`src/rtl/wb_uart_pkg.sv`:
```
// Shared definitions for wb_uart: register map, STATUS bit positions, FSM states.
// The optional STATUS loopback bit is only active when WB_UART_LOOPBACK_EN is defined.
package wb_uart_pkg;

  localparam logic [1:0] REG_DATA   = 2'd0;
  localparam logic [1:0] REG_STATUS = 2'd1;
  localparam logic [1:0] REG_DIV    = 2'd2;

  localparam int unsigned ST_TX_FULL      = 0;
  localparam int unsigned ST_TX_EMPTY     = 1;
  localparam int unsigned ST_TX_BUSY      = 2;
  localparam int unsigned ST_RX_VALID     = 3;
  localparam int unsigned ST_RX_OVERRUN   = 4;
  localparam int unsigned ST_RX_FRAME_ERR = 5;
  localparam int unsigned ST_LOOPBACK     = 8;

  typedef enum logic [1:0] {IDLE, START, DATA, STOP} uart_state_t;

  function automatic logic [15:0] clamp_div(input logic [15:0] v);
    return (v < 16'd2) ? 16'd2 : v;
  endfunction

endpackage

```
`src/rtl/wb_uart_if.sv`:
```
// Wishbone classic bus bundle between the J1 data bus and the UART slave.
interface if_wb;
  logic        cyc;
  logic        stb;
  logic        we;
  logic [1:0]  adr;
  logic [15:0] dat_m;
  logic [15:0] dat_s;
  logic        ack;

  modport master (output cyc, stb, we, adr, dat_m, input dat_s, ack);
  modport slave  (input cyc, stb, we, adr, dat_m, output dat_s, ack);
endinterface

```
`src/rtl/wb_uart_fifo.sv`:
```
// Circular-buffer FIFO with extra-MSB pointers; push on full and pop on empty are ignored.
module wb_uart_fifo #(
  parameter int unsigned DEPTH = 8,
  parameter int unsigned WIDTH = 8
) (
  input  logic             clk,
  input  logic             rst,
  input  logic             push,
  input  logic [WIDTH-1:0] wdata,
  input  logic             pop,
  output logic [WIDTH-1:0] rdata,
  output logic             full,
  output logic             empty
);
  localparam int unsigned AW = $clog2(DEPTH);
  localparam logic [AW:0] PTR_ONE = 1;

  logic [AW:0]      wptr_q, wptr_d, rptr_q, rptr_d;
  logic [WIDTH-1:0] mem_q [DEPTH];
  logic             do_push, do_pop;

  assign full    = (wptr_q[AW] != rptr_q[AW]) && (wptr_q[AW-1:0] == rptr_q[AW-1:0]);
  assign empty   = (wptr_q == rptr_q);
  assign do_push = push & ~full;
  assign do_pop  = pop & ~empty;
  assign rdata   = mem_q[rptr_q[AW-1:0]];

  always_comb begin
    wptr_d = wptr_q;
    rptr_d = rptr_q;
    if (do_push) wptr_d = wptr_q + PTR_ONE;
    if (do_pop)  rptr_d = rptr_q + PTR_ONE;
  end

  always_ff @(posedge clk) begin
    if (rst) begin
      wptr_q <= '0;
      rptr_q <= '0;
    end else begin
      wptr_q <= wptr_d;
      rptr_q <= rptr_d;
    end
  end

  always_ff @(posedge clk) begin
    if (do_push) mem_q[wptr_q[AW-1:0]] <= wdata;
  end
endmodule

```
`src/rtl/wb_uart.sv`:
```
// Wishbone UART: TX FIFO + 8N1 serializer, 8N1 deserializer with one-byte holding register.
// Optional internal loopback (STATUS bit8) is enabled by defining WB_UART_LOOPBACK_EN.
module wb_uart
  import wb_uart_pkg::*;
#(
  parameter int unsigned TX_DEPTH  = 8,
  parameter logic [15:0] DIV_RESET = 16'd868
) (
  input  logic sys_clk_i,
  input  logic sys_rst_i,
  if_wb.slave  wb,
  output logic txd_o,
  input  logic rxd_i
);
  logic        ack_q, ack_d;
  logic [15:0] dat_s_q, dat_s_d;
  logic [15:0] div_q, div_d;
  logic        req, wr, rd, push, pop, data_rd, stat_rd;
  logic [7:0]  fifo_rdata;
  logic        tx_full, tx_empty, tx_line, rx_in;
  logic [15:0] status;

  uart_state_t tx_state_q, tx_state_d;
  logic [15:0] tx_cnt_q, tx_cnt_d, tx_len_q, tx_len_d;
  logic [2:0]  tx_bit_q, tx_bit_d;
  logic [7:0]  tx_shift_q, tx_shift_d;

  uart_state_t rx_state_q, rx_state_d;
  logic [15:0] rx_cnt_q, rx_cnt_d, rx_len_q, rx_len_d;
  logic [2:0]  rx_bit_q, rx_bit_d;
  logic [7:0]  rx_shift_q, rx_shift_d, rx_byte_q, rx_byte_d;
  logic        rxd_meta_q, rxd_meta_d, rxd_sync_q, rxd_sync_d, rxd_prev_q, rxd_prev_d;
  logic        rx_valid_q, rx_valid_d, rx_ovr_q, rx_ovr_d, rx_ferr_q, rx_ferr_d;
  logic        rx_done, rx_bad;

  // Side effects commit on the same edge that raises ack, so read data and state change stay atomic.
  assign req     = wb.cyc & wb.stb & ~ack_q;
  assign wr      = req & wb.we;
  assign rd      = req & ~wb.we;
  assign data_rd = rd && (wb.adr == REG_DATA);
  assign stat_rd = rd && (wb.adr == REG_STATUS);
  assign wb.ack   = ack_q;
  assign wb.dat_s = dat_s_q;

`ifdef WB_UART_LOOPBACK_EN
  logic loop_q, loop_d;
  always_comb begin
    loop_d = loop_q;
    if (wr && (wb.adr == REG_STATUS)) loop_d = wb.dat_m[ST_LOOPBACK];
  end
  always_ff @(posedge sys_clk_i) begin
    if (sys_rst_i) loop_q <= 1'b0;
    else           loop_q <= loop_d;
  end
  assign rx_in = loop_q ? tx_line : rxd_i;
  assign txd_o = loop_q ? 1'b1 : tx_line;
`else
  assign rx_in = rxd_i;
  assign txd_o = tx_line;
`endif

  always_comb begin
    status                  = '0;
    status[ST_TX_FULL]      = tx_full;
    status[ST_TX_EMPTY]     = tx_empty;
    status[ST_TX_BUSY]      = (tx_state_q != IDLE);
    status[ST_RX_VALID]     = rx_valid_q;
    status[ST_RX_OVERRUN]   = rx_ovr_q;
    status[ST_RX_FRAME_ERR] = rx_ferr_q;
`ifdef WB_UART_LOOPBACK_EN
    status[ST_LOOPBACK]     = loop_q;
`endif
  end

  always_comb begin
    ack_d   = req;
    dat_s_d = '0;
    div_d   = div_q;
    push    = 1'b0;
    if (rd) begin
      case (wb.adr)
        REG_DATA:   dat_s_d = {8'h00, rx_byte_q};
        REG_STATUS: dat_s_d = status;
        REG_DIV:    dat_s_d = div_q;
        default:    dat_s_d = '0;
      endcase
    end
    if (wr) begin
      case (wb.adr)
        REG_DATA: push  = 1'b1;
        REG_DIV:  div_d = clamp_div(wb.dat_m);
        default: ;
      endcase
    end
  end

  wb_uart_fifo #(.DEPTH(TX_DEPTH), .WIDTH(8)) u_tx_fifo (
    .clk   (sys_clk_i),
    .rst   (sys_rst_i),
    .push  (push),
    .wdata (wb.dat_m[7:0]),
    .pop   (pop),
    .rdata (fifo_rdata),
    .full  (tx_full),
    .empty (tx_empty)
  );

  // Bit length is latched at each bit boundary so a DIV write never stretches or wraps the current bit.
  always_comb begin
    tx_state_d = tx_state_q;
    tx_cnt_d   = tx_cnt_q + 16'd1;
    tx_len_d   = tx_len_q;
    tx_bit_d   = tx_bit_q;
    tx_shift_d = tx_shift_q;
    pop        = 1'b0;
    tx_line    = 1'b1;
    case (tx_state_q)
      IDLE: begin
        tx_cnt_d = '0;
        tx_len_d = div_q;
        if (!tx_empty) begin
          pop        = 1'b1;
          tx_shift_d = fifo_rdata;
          tx_bit_d   = '0;
          tx_state_d = START;
        end
      end
      START: begin
        tx_line = 1'b0;
        if (tx_cnt_q >= tx_len_q - 16'd1) begin
          tx_cnt_d   = '0;
          tx_len_d   = div_q;
          tx_state_d = DATA;
        end
      end
      DATA: begin
        tx_line = tx_shift_q[0];
        if (tx_cnt_q >= tx_len_q - 16'd1) begin
          tx_cnt_d   = '0;
          tx_len_d   = div_q;
          tx_shift_d = {1'b0, tx_shift_q[7:1]};
          tx_bit_d   = tx_bit_q + 3'd1;
          if (tx_bit_q == 3'd7) tx_state_d = STOP;
        end
      end
      STOP: begin
        if (tx_cnt_q >= tx_len_q - 16'd1) begin
          tx_cnt_d   = '0;
          tx_state_d = IDLE;
        end
      end
      default: tx_state_d = IDLE;
    endcase
  end

  always_comb begin
    rxd_meta_d = rx_in;
    rxd_sync_d = rxd_meta_q;
    rxd_prev_d = rxd_sync_q;
    rx_state_d = rx_state_q;
    rx_cnt_d   = rx_cnt_q + 16'd1;
    rx_len_d   = rx_len_q;
    rx_bit_d   = rx_bit_q;
    rx_shift_d = rx_shift_q;
    rx_done    = 1'b0;
    rx_bad     = 1'b0;
    case (rx_state_q)
      IDLE: begin
        rx_cnt_d = '0;
        rx_len_d = div_q;
        if (rxd_prev_q && !rxd_sync_q) rx_state_d = START;
      end
      START: begin
        if (rx_cnt_q >= {1'b0, rx_len_q[15:1]} - 16'd1) begin
          rx_cnt_d   = '0;
          rx_len_d   = div_q;
          rx_bit_d   = '0;
          rx_state_d = rxd_sync_q ? IDLE : DATA;
        end
      end
      DATA: begin
        if (rx_cnt_q >= rx_len_q - 16'd1) begin
          rx_cnt_d   = '0;
          rx_len_d   = div_q;
          rx_shift_d = {rxd_sync_q, rx_shift_q[7:1]};
          rx_bit_d   = rx_bit_q + 3'd1;
          if (rx_bit_q == 3'd7) rx_state_d = STOP;
        end
      end
      STOP: begin
        if (rx_cnt_q >= rx_len_q - 16'd1) begin
          rx_cnt_d   = '0;
          rx_state_d = IDLE;
          rx_done    = rxd_sync_q;
          rx_bad     = ~rxd_sync_q;
        end
      end
      default: rx_state_d = IDLE;
    endcase
  end

  // A completing byte wins over a simultaneous CPU read; the read already captured the old byte.
  always_comb begin
    rx_byte_d  = rx_done ? rx_shift_q : rx_byte_q;
    rx_valid_d = rx_valid_q;
    rx_ovr_d   = rx_ovr_q;
    rx_ferr_d  = rx_ferr_q;
    if (data_rd) rx_valid_d = 1'b0;
    if (rx_done) rx_valid_d = 1'b1;
    if (stat_rd) begin
      rx_ovr_d  = 1'b0;
      rx_ferr_d = 1'b0;
    end
    if (rx_done && rx_valid_q && !data_rd) rx_ovr_d = 1'b1;
    if (rx_bad) rx_ferr_d = 1'b1;
  end

  always_ff @(posedge sys_clk_i) begin
    if (sys_rst_i) begin
      ack_q      <= 1'b0;
      dat_s_q    <= '0;
      div_q      <= DIV_RESET;
      tx_state_q <= IDLE;
      tx_cnt_q   <= '0;
      tx_len_q   <= DIV_RESET;
      tx_bit_q   <= '0;
      tx_shift_q <= '0;
      rx_state_q <= IDLE;
      rx_cnt_q   <= '0;
      rx_len_q   <= DIV_RESET;
      rx_bit_q   <= '0;
      rx_shift_q <= '0;
      rx_byte_q  <= '0;
      rxd_meta_q <= 1'b1;
      rxd_sync_q <= 1'b1;
      rxd_prev_q <= 1'b1;
      rx_valid_q <= 1'b0;
      rx_ovr_q   <= 1'b0;
      rx_ferr_q  <= 1'b0;
    end else begin
      ack_q      <= ack_d;
      dat_s_q    <= dat_s_d;
      div_q      <= div_d;
      tx_state_q <= tx_state_d;
      tx_cnt_q   <= tx_cnt_d;
      tx_len_q   <= tx_len_d;
      tx_bit_q   <= tx_bit_d;
      tx_shift_q <= tx_shift_d;
      rx_state_q <= rx_state_d;
      rx_cnt_q   <= rx_cnt_d;
      rx_len_q   <= rx_len_d;
      rx_bit_q   <= rx_bit_d;
      rx_shift_q <= rx_shift_d;
      rx_byte_q  <= rx_byte_d;
      rxd_meta_q <= rxd_meta_d;
      rxd_sync_q <= rxd_sync_d;
      rxd_prev_q <= rxd_prev_d;
      rx_valid_q <= rx_valid_d;
      rx_ovr_q   <= rx_ovr_d;
      rx_ferr_q  <= rx_ferr_d;
    end
  end
endmodule
```
`src/flat_wrapper.sv`:
```
// flat-port wrapper written by rule: the top's interface ports become plain ports
module wb_uart_flat import wb_uart_pkg::*;
#(
  parameter int unsigned TX_DEPTH  = 8,
  parameter logic [15:0] DIV_RESET = 16'd868
)
  (sys_clk_i, sys_rst_i, txd_o, rxd_i, wb_cyc, wb_stb, wb_we, wb_adr, wb_dat_m, wb_dat_s, wb_ack);
  if_wb wb_i ();
  input  logic sys_clk_i;
  input  logic sys_rst_i;
  output logic txd_o;
  input  logic rxd_i;
  input wire logic [$bits(wb_i.cyc)-1:0] wb_cyc;
  input wire logic [$bits(wb_i.stb)-1:0] wb_stb;
  input wire logic [$bits(wb_i.we)-1:0] wb_we;
  input wire logic [$bits(wb_i.adr)-1:0] wb_adr;
  input wire logic [$bits(wb_i.dat_m)-1:0] wb_dat_m;
  output wire logic [$bits(wb_i.dat_s)-1:0] wb_dat_s;
  output wire logic [$bits(wb_i.ack)-1:0] wb_ack;
  assign wb_i.cyc = wb_cyc;
  assign wb_i.stb = wb_stb;
  assign wb_i.we = wb_we;
  assign wb_i.adr = wb_adr;
  assign wb_i.dat_m = wb_dat_m;
  assign wb_dat_s = wb_i.dat_s;
  assign wb_ack = wb_i.ack;
  wb_uart #(.TX_DEPTH(TX_DEPTH), .DIV_RESET(DIV_RESET)) u_core (.sys_clk_i(sys_clk_i), .sys_rst_i(sys_rst_i), .wb(wb_i), .txd_o(txd_o), .rxd_i(rxd_i));
endmodule
```
`config.mk`:
```
export PLATFORM = sky130hd
export DESIGN_NAME = wb_uart_flat
export DESIGN_NICKNAME = d
export VERILOG_FILES = /design/src/rtl/wb_uart_pkg.sv /design/src/rtl/wb_uart_if.sv /design/src/rtl/wb_uart_fifo.sv /design/src/rtl/wb_uart.sv /design/src/flat_wrapper.sv
export SDC_FILE = /design/constraint.sdc
export NUM_CORES = 1
export LEC_CHECK = 0
export BUFFER_PORTS_ARGS = -buffer_cell sky130_fd_sc_hd__buf_2
export CORE_MARGIN = 2
export CORE_UTILIZATION = 35
export DETAILED_ROUTE_END_ITERATION = 10
export GPL_ROUTABILITY_DRIVEN = 0
export PLACE_DENSITY = 0.48
export SLEW_MARGIN = 20
export SYNTH_ARGS = -nofsm -noshare
export SYNTH_HDL_FRONTEND = slang
export SYNTH_SLANG_ARGS = --single-unit
```
`constraint.sdc`:
```
create_clock -name sys_clk_i -period 8.2 [get_ports sys_clk_i]
set_input_delay 1.23 -clock sys_clk_i [delete_from_list [all_inputs] [get_ports sys_clk_i]]
set_output_delay 1.23 -clock sys_clk_i [all_outputs]
set_load 0.02 [all_outputs]
```
==> results by group, run 1 <==
Floorplanning
  • Die Y-Extent: 177 um
  • # rows: 63
  • Core Region: 29600 sq um
  • DIE WIDTH: 177 um
  • Num ports: 42
  • Die area: 31300 sq um
  • Initial core utilization: 35.4%

Worst hold path
  • Min-Delay Path Class: flop to flop

Synth
  • Number of synthesized flops with an enable pin: 64
  • Sequential share of the synthesized area: 46.7%
  • Asr flop ratio synth: 0%
  • Synth area leader: dfxtp_1
  • FF+latch count, synth: 212
  • Synth area leaders: dfxtp_1 28%, edfxtp_1 18%, ha_1 8.2%
  • Area share of the leading cell type in the synthesized netlist: 28.3%
  • Most used DFF post-synth: dfxtp_1
  • Number of warnings issued by yosys: 0
  • Syn nets: 1102
  • Syn_area_per_cell: 10.4 sq um
  • Mapped cell area: 10500 sq um
  • Synth Instances: 1009
  • Number of library cell types mapped by synthesis: 68

Routing
  • DR top layer: met4
  • Post-Route WL: 24300 um
  • DR vias: 7262
  • DR WL met3: 905 um
  • DR WL/cell: 16.8 um
  • Antenna viol nets, final: 0
  • Drt pass-1 iters: 6
  • Drc violations: 0
  • Initial DRC Count: 363
  • DR vias/cell: 5.02
  • Met1 WL: 12900 um
  • Met2 routed WL: 10100 um

Place
  • Placed insts: 1398
  • DP Wirelength: 17300 um
  • Dpl ws: 3190 ps
  • Number of port buffers: 41

Worst setup path
  • Worst path required time: 8590 ps
  • Startpoint class of the critical path: flop
  • Crit Path Category: flop to flop
  • Cell Chain, Critical Path: inv_1, ha_1, or4b_4, or4_4, or3_1, a21oi_2, xnor2_1, ha_1, and2_1, a221o_1, a221o_2, o311ai_2, mux2i_1, nor2_1
  • Slowest CP cell: o311ai_2
  • Crit path DAT: 5200 ps
  • Slowest stage delay, CP: 850 ps
  • CP dominant cell by count: ha_1
  • Critical-path maximum fanout: 10
  • Endpoint class of the critical path: flop

Clock tree
  • Max clock buf depth: 3
  • Root Driver: clkbuf_16
  • Number of clock sinks: 212
  • Hold buffers post-CTS: 0
  • # resized after CTS: 0
  • Setup bufs post-CTS: 0
  • H-tree Lvls: 1
  • Clk slew on worst S/H paths: 60 ps
  • CTS tree: built
  • Worst-Skew Late Latency: 520 ps
  • Total CTS buffers: 26

Power
  • Pwr dens: 224 nW/um^2
  • Static Leak: 4.44 nW
  • Peak supply drop: 134 uV
  • Total power: 2.67 mW

Layout
  • Layout cells sized above 1: 13.4%
  • Ant. Diodes: 0
  • P&R area growth vs syn: 14.2%
  • Finished Layout Cells: 1446
  • Fillers: 2871
  • Nets: 1129
  • Fin util: 40.4%

Job
  • Max-cap violation count: 0

Timing
  • Peak Freq: 208 MHz
  • Setup TNS: 0 ps
  • Finish-stage setup viols: 0
  • Final period utilization: 58.7%
  • Worst slew pin tran: 1110 ps
  • Slew Viols, Final: 0
  • Final Hold Viols: 0
  • Worst setup margin: 3390 ps
  • Minimum clock period: 4810 ps
  • RSZ-0062 raised after global routing: false
  • Slew Limit Headroom: 26.1%
  • Final Skew: 6.70 ps

GRT
  • Remaining Overflow, GRT: 0
  • All-layer global routing usage: 16.0%
  • Largest net degree at the start of global routing: 74
  • First-pass GRT wire length: 39700 um
  • Initial antenna violation count: 0
  • Vias in the first global route: 7190

Outcome
  • Outcome: finished clean
==> cell type report <==
cell class | count | area, sq um | area share, %
tap | 390 | 488 | 4.08
clock inverter | 12 | 145 | 1.21
inverter | 23 | 86.3 | 0.723
timing repair buffer | 48 | 260 | 2.18
sequential | 212 | 4880 | 40.9
multi-input combinational | 725 | 5290 | 44.3
clock buffer | 36 | 791 | 6.62
==> layout by cell type, fill, tap and decap left out, types with 4 or more instances in the layout <==
master     count
a211oi_1       4
a21o_1         7
a21oi_1       46
and2_1        10
and3_1         8
buf_2         40
buf_4          8
clkbuf_16     28
clkbuf_8       6
clkinv_2       6
dfxtp_1      148
edfxtp_1      64
ha_1          69
inv_1         23
mux2i_1       59
mux4_2        16
nand2_1       53
nand2b_1      40
nand3_1       39
nand3b_1       9
nand4_1       24
nor2_1       121
nor3_1        15
nor4_1         8
o21ai_0       40
o31ai_1        5
or2_2          4
or3_1         11
or4b_2         6
xnor2_1       34
xor2_1        42
==> final timing paths <==
path / startpoint / endpoint / slack [ps] / cells after the start
setup reg to reg: u_core.rx_len_q[1] / u_core.rx_byte_q[0] / 3390 / 14
setup / recovery: u_core.rx_len_q[1] / u_core.rx_byte_q[0] / 3390 / 14
hold / removal: u_core.rxd_meta_q / u_core.rxd_prev_d / 410 / 1
hold reg to reg: u_core.rxd_meta_q / u_core.rxd_prev_d / 410 / 1
==> report_power, final <==
part	switching, mW	internal (mW)
Combinational	0.185	0.130
Sequential	0.0242	1.11
Clock	0.458	0.767
Total	0.667	2.01
==> synth_stat cells, types with 34 or more instances <==
cell type and count:
a21oi_1 46, xnor2_1 34, mux2i_1 59, xor2_1 42, dfxtp_1 148, nand2_1 53, nand3_1 39, nor2_1 121
nand2b_1 40, o21ai_0 40, ha_1 69, edfxtp_1 64
==> flip-flops by register name, summed over array words and instances (netlist names), 2 cells and up, named ones only <==
signal / count
u_core.tx_cnt_q: 16
u_core.u_tx_fifo.rptr_q: 4
u_core.rx_len_q: 16
u_core.u_tx_fifo.wptr_q: 4
u_core.tx_shift_q: 8
u_core.u_tx_fifo.mem_q: 64
u_core.wb.dat_s: 16
u_core.rx_byte_q: 8
u_core.rx_bit_q: 3
u_core.tx_state_q: 2
u_core.tx_len_q: 16
u_core.div_q: 16
u_core.tx_bit_q: 3
u_core.rx_cnt_q: 16
u_core.rx_shift_q: 8
==> through the flow <==
step,hold slack [ps],area [sq um]
after floorplan,389,10500
after global placement,392,11000
after detailed placement,403,11000
after CTS,416,11900
after global routing,436,11900
final,414,11900
==> kinds of logic after synthesis <==
kind of cell,synth area share [%]
buf+inv,2.94
simple gates,18.7
compound gates,7.79
flops,46.7
xor+xnor,6.36
mux,9.30
fa+ha+maj,8.25
==> routing by layer <==
layer,up-vias,track usage (%)
li1,3682,-
met1,3438,24.3
met2,104,24.0
met3,38,2.21
met4,0,3.72
met5,-,0
==> worst max-delay path, delay by kind of cell, from the launching register on <==
kind                       cells  cell delay, ps
DFF                            1             320
muxes                          1             270
buffers and inverters          1             130
AOI/OAI and AO/OA              4            1770
and+or+nand+nor                5            1540
xor gates and xnor gates       1             130
adders and majority gates      2             510
Note: power is estimated with default switching activity, not from simulation.
==> run 2: changes to the inputs <==
clock period = 5 ns   (was 8.2 ns; I/O delays follow)
==> results by group, run 2 (synthesis results as in run 1) <==
Outcome
  • Outcome: finished clean

Clock tree
  • Clk slew on worst S/H paths: 60 ps
  • Hold buffers post-CTS: 0
  • Setup bufs post-CTS: 0
  • Worst-Skew Late Latency: 520 ps
  • H-tree Lvls: 1
  • Number of clock sinks: 212
  • # resized after CTS: 0
  • Max clock buf depth: 3
  • Root Driver: clkbuf_16
  • Total CTS buffers: 25
  • CTS tree: built

Power
  • Total power: 4.14 mW
  • Pwr dens: 350 nW/um^2
  • Static Leak: 4.39 nW
  • Peak supply drop: 289 uV

Timing
  • Peak Freq: 225 MHz
  • Slew Limit Headroom: 42.4%
  • RSZ-0062 raised after global routing: false
  • Slew Viols, Final: 0
  • Finish-stage setup viols: 0
  • Worst slew pin tran: 862 ps
  • Worst setup margin: 547 ps
  • Final period utilization: 89.1%
  • Minimum clock period: 4450 ps
  • Final Skew: 9.04 ps
  • Final Hold Viols: 0
  • Setup TNS: 0 ps

Layout
  • P&R area growth vs syn: 13.2%
  • Largest register FFs: 64
  • Fin util: 40.1%
  • Most common cell after layout, fill and taps aside: dfxtp_1
  • Ant. Diodes: 0
  • Layout cells sized above 1: 13.0%
  • Finished Layout Cells: 1449
  • Commonest cells after routing, fill and taps aside: 148 x dfxtp_1, 121 x nor2_1, 69 x ha_1
  • Nets: 1134
  • Fillers: 2890

Worst setup path
  • Slowest stage delay, CP: 570 ps
  • Worst path required time: 5450 ps
  • Crit path DAT: 4900 ps
  • Cell Chain, Critical Path: inv_1, ha_1, or4b_4, or4_4, nand2b_4, nor4_4, nand2_1, xor2_1, ha_1, and4_4, nand4_1, nor4_2, nor4_4, buf_4, or3_1, a21oi_1
  • CP Buf/Inv Count: 2
  • Worst setup path end: u_core.rx_bit_q[1]
  • Startpoint class of the critical path: flop
  • Critical path origin: u_core.rx_len_q[1]
  • Reg2Reg Capture Point: u_core.rx_bit_q[1]
  • CP delay by family, top: simple AND/OR/NAND/NOR gates
  • Crit. path cell count: 16
  • Slowest CP cell: nor4_2
  • R2r setup slk: 550 ps
  • Worst R2R Path Depth: 16
  • Endpoint class of the critical path: flop
  • Crit Reg-Reg Startpoint: u_core.rx_len_q[1]
  • Crit Path Category: flop to flop
  • Critical-path maximum fanout: 17

Floorplanning
  • DIE WIDTH: 177 um
  • Core Region: 29600 sq um
  • Die Y-Extent: 177 um
  • Die area: 31300 sq um
  • # rows: 63
  • Num ports: 42
  • Initial core utilization: 35.4%

GRT
  • Vias in the first global route: 7078
  • Largest net degree at the start of global routing: 75
  • All-layer global routing usage: 16.0%
  • First-pass GRT wire length: 39700 um
  • Initial antenna violation count: 0
  • Remaining Overflow, GRT: 0

Routing
  • DR WL/cell: 16.9 um
  • Antenna viol nets, final: 0
  • DR vias: 7262
  • Post-Route WL: 24500 um
  • DR vias/cell: 5.01
  • Drt pass-1 iters: 5
  • Initial DRC Count: 374
  • Drc violations: 0

Job
  • Max-cap violation count: 0

Place
  • Placed insts: 1404
  • DP Wirelength: 17600 um
  • Number of port buffers: 41
  • Dpl ws: 591 ps

Worst hold path
  • Min-Delay Path Class: flop to flop
  • Hold Path Origin: u_core.rxd_meta_q
-- run 2: cell type report --
type	count	area [sq um]	share of cell area (%)
multi-input combinational	725	5290	44.7
clock buffer	39	728	6.15
tap	390	488	4.12
sequential	212	4880	41.2
clock inverter	6	65.1	0.549
inverter	23	86.3	0.729
timing repair buffer	54	305	2.58
-- run 2: report_power, final --
group,internal [mW],switching [mW]
sequential,1.82,0.0448
combinational,0.214,0.302
clock,1.05,0.712
-- run 2: worst min path at each step --
| stage | cells after the start | end |
|---|---|---|
| 6_report | 1 | u_core.rxd_prev_d |
| 4_1_cts | 2 | u_core.rxd_meta_q |
| 5_1_grt | 2 | u_core.rxd_meta_q |
| 3_5_place_dp | 1 | u_core.rxd_prev_d |
| 3_3_place_gp | 1 | u_core.rxd_prev_d |
| 2_1_floorplan | 1 | u_core.rxd_prev_d |
-- run 2: worst register-to-register path: cells and delay by family, from the launching register on --
family / cells / cell delay [ps]
fa+ha+maj: 2 / 600
xor+xnor: 1 / 150
flops: 1 / 320
compound gates: 1 / 150
simple gates: 10 / 2830
buf+inv: 2 / 330
-- run 2: metal layers --
metal	up-vias	global-route usage (%)	wire, um	share of wire (%)
met5	-	0	0	0
li1	3678	-	-	-
met1	3425	24.3	12800	52
met3	25	2.56	1050	4.3
met4	0	3.06	287	1.2
met2	134	23.9	10300	42
-- run 2: metrics by stage --
stage                     hold WS [ps]  cell area, sq um
after CTS                          391             11800
final                              406             11800
after floorplan                    389             10500
after global placement             393             11000
after global routing               398             11800
after detailed placement           393             11100
